## src/rtl/uart_tx_feeder_if.sv

```systemverilog
// Write port and transmitter-side handshake of the UART TX feeder.
// The slave modport is the feeder's view; the master modport is the surrounding logic's view.
interface uart_tx_feeder_if;
  logic       i_Wr_DV;
  logic [7:0] i_Wr_Byte;
  logic       o_Wr_Ready;
  logic       o_TX_DV;
  logic [7:0] o_TX_Byte;
  logic       i_TX_Active;
  logic       i_TX_Done;

  modport slave (
    input  i_Wr_DV, i_Wr_Byte, i_TX_Active, i_TX_Done,
    output o_Wr_Ready, o_TX_DV, o_TX_Byte
  );

  modport master (
    output i_Wr_DV, i_Wr_Byte, i_TX_Active, i_TX_Done,
    input  o_Wr_Ready, o_TX_DV, o_TX_Byte
  );
endinterface

```

## src/rtl/uart_tx_feeder.sv

```systemverilog
// Byte FIFO plus issue engine: pops one byte at a time into the UART transmitter,
// waits for its done pulse and optionally idles GAP_CLKS clocks before the next issue.
module uart_tx_feeder #(
  parameter  int DEPTH    = 16,
  parameter  int GAP_CLKS = 0,
  localparam int CW       = $clog2(DEPTH) + 1
) (
  input  logic                i_Clock,
  input  logic                i_Rst,
  uart_tx_feeder_if.slave     tx_if,
  output logic [CW-1:0]       o_Count,
  output logic                o_Empty,
  output logic                o_Busy,
  output logic                o_Overflow,
  input  logic                i_Clr_Overflow
);

  localparam int PW       = $clog2(DEPTH);
  localparam int GW       = (GAP_CLKS > 1) ? $clog2(GAP_CLKS) : 1;
  localparam int GAP_LOAD = (GAP_CLKS > 0) ? GAP_CLKS - 1 : 0;

  localparam logic [2:0] S_IDLE        = 3'd0;
  localparam logic [2:0] S_FETCH       = 3'd1;
  localparam logic [2:0] S_WAIT_ACTIVE = 3'd2;
  localparam logic [2:0] S_WAIT_DONE   = 3'd3;
  localparam logic [2:0] S_GAP         = 3'd4;

  logic [7:0]    mem [DEPTH];
  logic [7:0]    rd_data_q;
  logic [PW-1:0] wr_ptr_q, rd_ptr_q;
  logic [CW-1:0] count_q, count_d;
  logic [2:0]    state_q, state_d;
  logic [GW-1:0] gap_q, gap_d;
  logic [7:0]    tx_byte_q;
  logic          tx_dv_q;
  logic          ovf_q;
  logic          wr_ready, wr_fire, wr_reject, pop;

  // NOTE: every signal written here gets a default first, so no path leaves it unassigned and no latch is inferred.
  always_comb begin
    wr_ready  = (count_q != CW'(DEPTH));
    wr_fire   = tx_if.i_Wr_DV & wr_ready;
    wr_reject = tx_if.i_Wr_DV & ~wr_ready;
    pop       = (state_q == S_IDLE) && (count_q != '0) && !tx_if.i_TX_Active;

    count_d = count_q;
    case ({wr_fire, pop})
      2'b10:   count_d = count_q + CW'(1);
      2'b01:   count_d = count_q - CW'(1);
      default: count_d = count_q;
    endcase

    state_d = state_q;
    gap_d   = gap_q;
    case (state_q)
      S_IDLE:  if (pop) state_d = S_FETCH;
      S_FETCH: state_d = S_WAIT_ACTIVE;
      S_WAIT_ACTIVE, S_WAIT_DONE: begin
        // A done pulse that beats the active flag still completes the byte.
        if (tx_if.i_TX_Done) begin
          if (GAP_CLKS == 0) begin
            state_d = S_IDLE;
          end else begin
            state_d = S_GAP;
            gap_d   = GW'(GAP_LOAD);
          end
        end else if (state_q == S_WAIT_ACTIVE && tx_if.i_TX_Active) begin
          state_d = S_WAIT_DONE;
        end
      end
      S_GAP: begin
        if (gap_q == '0) state_d = S_IDLE;
        else             gap_d   = gap_q - GW'(1);
      end
      default: state_d = S_IDLE;
    endcase
  end

  // NOTE: sequential state uses non-blocking assignments so every register samples pre-edge values.
  always_ff @(posedge i_Clock) begin
    if (i_Rst) begin
      wr_ptr_q  <= '0;
      rd_ptr_q  <= '0;
      count_q   <= '0;
      state_q   <= S_IDLE;
      gap_q     <= '0;
      tx_byte_q <= '0;
      tx_dv_q   <= 1'b0;
      ovf_q     <= 1'b0;
    end else begin
      if (wr_fire) wr_ptr_q <= wr_ptr_q + PW'(1);
      if (pop)     rd_ptr_q <= rd_ptr_q + PW'(1);
      count_q <= count_d;
      state_q <= state_d;
      gap_q   <= gap_d;
      tx_dv_q <= (state_q == S_FETCH);
      if (state_q == S_FETCH) tx_byte_q <= rd_data_q;
      if (wr_reject)           ovf_q <= 1'b1;
      else if (i_Clr_Overflow) ovf_q <= 1'b0;
    end
  end

  // NOTE: the storage array and its read register carry no reset; the pointers and count define what is valid.
  always_ff @(posedge i_Clock) begin
    if (wr_fire) mem[wr_ptr_q] <= tx_if.i_Wr_Byte;
    if (pop)     rd_data_q     <= mem[rd_ptr_q];
  end

  assign tx_if.o_Wr_Ready = wr_ready;
  assign tx_if.o_TX_DV    = tx_dv_q;
  assign tx_if.o_TX_Byte  = tx_byte_q;
  assign o_Count          = count_q;
  assign o_Empty          = (count_q == '0);
  assign o_Busy           = (state_q != S_IDLE) || (count_q != '0);
  assign o_Overflow       = ovf_q;

endmodule

```

## src/flat_wrapper.sv

```systemverilog
// flat-port wrapper written by rule: the top's interface ports become plain ports
module uart_tx_feeder_flat 
#(
  parameter  int DEPTH    = 16,
  parameter  int GAP_CLKS = 0,
  localparam int CW       = $clog2(DEPTH) + 1
)
  (i_Clock, i_Rst, o_Count, o_Empty, o_Busy, o_Overflow, i_Clr_Overflow, tx_if_i_Wr_DV, tx_if_i_Wr_Byte, tx_if_i_TX_Active, tx_if_i_TX_Done, tx_if_o_Wr_Ready, tx_if_o_TX_DV, tx_if_o_TX_Byte);
  uart_tx_feeder_if tx_if_i ();
  input  logic i_Clock;
  input  logic i_Rst;
  output logic [CW-1:0] o_Count;
  output logic o_Empty;
  output logic o_Busy;
  output logic o_Overflow;
  input  logic i_Clr_Overflow;
  input wire logic [$bits(tx_if_i.i_Wr_DV)-1:0] tx_if_i_Wr_DV;
  input wire logic [$bits(tx_if_i.i_Wr_Byte)-1:0] tx_if_i_Wr_Byte;
  input wire logic [$bits(tx_if_i.i_TX_Active)-1:0] tx_if_i_TX_Active;
  input wire logic [$bits(tx_if_i.i_TX_Done)-1:0] tx_if_i_TX_Done;
  output wire logic [$bits(tx_if_i.o_Wr_Ready)-1:0] tx_if_o_Wr_Ready;
  output wire logic [$bits(tx_if_i.o_TX_DV)-1:0] tx_if_o_TX_DV;
  output wire logic [$bits(tx_if_i.o_TX_Byte)-1:0] tx_if_o_TX_Byte;
  assign tx_if_i.i_Wr_DV = tx_if_i_Wr_DV;
  assign tx_if_i.i_Wr_Byte = tx_if_i_Wr_Byte;
  assign tx_if_i.i_TX_Active = tx_if_i_TX_Active;
  assign tx_if_i.i_TX_Done = tx_if_i_TX_Done;
  assign tx_if_o_Wr_Ready = tx_if_i.o_Wr_Ready;
  assign tx_if_o_TX_DV = tx_if_i.o_TX_DV;
  assign tx_if_o_TX_Byte = tx_if_i.o_TX_Byte;
  uart_tx_feeder #(.DEPTH(DEPTH), .GAP_CLKS(GAP_CLKS)) u_core (.i_Clock(i_Clock), .i_Rst(i_Rst), .tx_if(tx_if_i), .o_Count(o_Count), .o_Empty(o_Empty), .o_Busy(o_Busy), .o_Overflow(o_Overflow), .i_Clr_Overflow(i_Clr_Overflow));
endmodule
```

## config.mk

```make
export PLATFORM = sky130hd
export DESIGN_NAME = uart_tx_feeder_flat
export DESIGN_NICKNAME = d
export VERILOG_FILES = /design/src/rtl/uart_tx_feeder_if.sv /design/src/rtl/uart_tx_feeder.sv /design/src/flat_wrapper.sv
export SDC_FILE = /design/constraint.sdc
export NUM_CORES = 1
export LEC_CHECK = 0
export CAP_MARGIN = 20
export CORE_ASPECT_RATIO = 0.7
export CORE_MARGIN = 2
export CORE_UTILIZATION = 59
export CTS_CLUSTER_DIAMETER = 80
export DETAILED_ROUTE_END_ITERATION = 10
export GPL_ROUTABILITY_DRIVEN = 0
export PLACE_DENSITY = 0.78
export SLEW_MARGIN = 15
export SYNTH_ARGS = -nofsm -noshare
export SYNTH_HDL_FRONTEND = slang
export SYNTH_SLANG_ARGS = --single-unit
```

## constraint.sdc

```tcl
create_clock -name i_Clock -period 3.1 [get_ports i_Clock]
set_input_delay 0.62 -clock i_Clock [delete_from_list [all_inputs] [get_ports i_Clock]]
set_output_delay 0.62 -clock i_Clock [all_outputs]
set_load 0.02 [all_outputs]
```

==> results.md <==
- Count of cell types in the netlist: 46
- Min cycle time layout: between 2 and 3 ns
- Peak VDD IR: between 0.4 and 0.5 mV
- Max_cap viols: 0
- RSZ-0062 raised after global routing: no
- Layout cells sized above 1: approximately 17%
- Post-Route WL: roughly 13000 um
- Starting DRC count in detailed routing: ~420
- Clock skew: 0.008445 ns
- Peak Freq: between 300 and 400 MHz
- CP required: 3.45 ns
- Global-route usage over all layers: around a quarter
- Vias/cell: between 6 and 7
- Clk buf depth: 2
- DRC errors left: 0
- CTS root buf: clkbuf_16
- Final worst-path cycle share: 93.36%
- Ports: 32
- Initial Utilization: between 50% and 60%
- DR pass1 iterations: 5
- Setup TNS: 0 ns
- Overall power: between 0.005 and 0.006 W
- Post-synth EDFFs: 136
- TritonCTS buffer count: 17
- Hold_buf cts: 0
- Worst-path clk slew: ~0.060 ns
- Seq cells post-synth: 161
- Port Buffers: 31
- Syn avg cell area: 15.69 sq um
- Hold Crit Class: flip-flop to flip-flop
- Die Y: 91.89 um
- Filler instances: 699
- # resized after CTS: 0
- Warning count from the yosys run: 0
- Crit Path Max Fanout: 9
- Ys async rst share: 0%
- Post-Syn Nets: roughly 440
- Cell area after layout: ~0.0077 sq mm
- Clk Latency, worst-skew pair: approximately 0.42 ns
- CP arrival: about 3.2 ns
- Final hold vios: 0
- Hpwl dp: approximately 8900 um
- Synth top cells by count: edfxtp_1 (136), mux2i_1 (35), nand2_1 (35)
- CTS tree: built
- Final ANT Viol Nets: 0
- Vias in the first global route: 3784
- Post-DP Area: 0.007124 sq mm
- Total number of vias: roughly 3800
- Post-layout util: 70.55%
- PwrDens: 772.8 mW/mm^2
- Largest net degree at the start of global routing: 45
- Final Slew Violations: 0
- Yosys top cell area share: a little over three fifths
- Yosys top cell by area: edfxtp_1
- Rel. slew slack: between 40% and 50%
- Final Setup Violations: 0
- # clock sinks: about 160
- Initial antenna violation count: 0
- Core box area: approximately 0.011 sq mm
- Count leader, synth: edfxtp_1
- First-pass GRT wire length: ~21000 um
- Setup Fix Bufs, Post-CTS: 0
- Mapped Cells: between 400 and 500
- CP endpoint kind: flip-flop
- Area growth, synth to finish: 18.03%
- Die Area: between 0.01 and 0.015 sq mm
- Status: finished, final reports clean
- CP Class: flip-flop to flip-flop
- H-tree depth: 4
- Slew @ Worst Pin: 0.7679 ns
- ANT cells: 0
- Leakage: between 2 and 3 nW
- Final #Nets: 492
- WL per Instance: slightly above 20 um
- Total grt overflow: 0
- Die width: 129.6 um
- Row Count: 32
- Register area share after synthesis: a little over two thirds
- Synth area leaders: edfxtp_1 (63%), dfxtp_1 (7.7%), mux4_2 (5.5%)
- Cell Area, Synth: about 0.0065 sq mm
- Post-synth top flop: edfxtp_1
- Startpoint Class: flip-flop
-- logic make-up after synthesis --
logic type,synth area share [%]
AOI/OAI and AO/OA,7.361
xor gates and xnor gates,1.211
adders and majority gates,1.730
buffers and inverters,2.460
DFF,70.42
muxes,10.92
and+or+nand+nor,5.901
-- routing by layer --
layer	vias to the layer above	wire (um)	global-route usage, %
met5	-	0	0
met4	0	228	8.154
li1	1713	-	-
met3	29	854	6.009
met1	1907	5919	35.18
met2	163	6183	35.83
-- per-stage QoR --
step	setup WS (ns)	hold WS (ns)	instances
after floorplan	0.2026	0.4713	415
after global placement	0.2123	0.4431	603
after detailed placement	0.1121	0.4510	603
after CTS	0.2452	0.4601	635
after global routing	0.06319	0.4836	635
final	0.2059	0.4576	635
-- layout by cell type, fill, tap and decap left out, types with 8 or more instances in the layout --
cell and n:
edfxtp_1 136, a21oi_1 13, o21ai_0 9, mux2i_1 35, buf_4 29, a22oi_1 8
nand2_1 35, ha_1 9, a221oi_1 16, clkdlybuf4s50_1 31, mux4_2 16, dfxtp_1 24
inv_1 8, nor2_1 30, clkbuf_16 17
-- worst paths after layout --
| check | start | endpoint | slack (ns) | cells past startpoint |
|---|---|---|---|---|
| min | u_core.tx_if.o_TX_Byte[4] | u_core.tx_if.o_TX_Byte[4] | 0.46 | 2 |
| min reg2reg | u_core.tx_if.o_TX_Byte[4] | u_core.tx_if.o_TX_Byte[4] | 0.46 | 2 |
| max | u_core.o_Count[0] | u_core.o_Count[2] | 0.21 | 10 |
| max reg2reg | u_core.o_Count[0] | u_core.o_Count[2] | 0.21 | 10 |
-- where the power goes --
part | switching, W | internal (W) | total (W) | leakage [nW]
combinational | 0.000749 | 0.000594 | 0.00134 | 0.886
clock | 0.000846 | 0.00108 | 0.00193 | 0.279
sequential | 0.000126 | 0.00254 | 0.00266 | 1.43
total | 0.00172 | 0.00422 | 0.00594 | 2.60
-- critical path: stages (launching register included) --
cell	delay (ns)
dfxtp_1	0.40
or4_4	0.65
o21ai_4	0.21
inv_1	0.09
ha_1	0.32
xor2_1	0.19
ha_1	0.24
a21oi_1	0.17
xnor2_1	0.09
or3_1	0.30
a21oi_1	0.15
-- state kept, by name, summed over array words and instances (netlist names), 2 cells and up --
| name | flops |
|---|---|
| u_core.mem | 128 |
| u_core.o_Count | 5 |
| u_core.rd_data_q | 8 |
| u_core.rd_ptr_q | 4 |
| u_core.state_q | 2 |
| u_core.tx_if.o_TX_Byte | 8 |
| u_core.wr_ptr_q | 4 |
-- cell type report --
type | instances | area (sq um) | share of cell area (%)
sequential | 161 | 4586 | 59.68
timing repair buffer | 61 | 548.0 | 7.132
clock inverter | 12 | 96.34 | 1.254
tap | 153 | 191.4 | 2.491
multi-input combinational | 219 | 1772 | 23.06
clock buffer | 20 | 456.7 | 5.944
inverter | 9 | 33.78 | 0.4397
(Power assumes the default switching activity.)
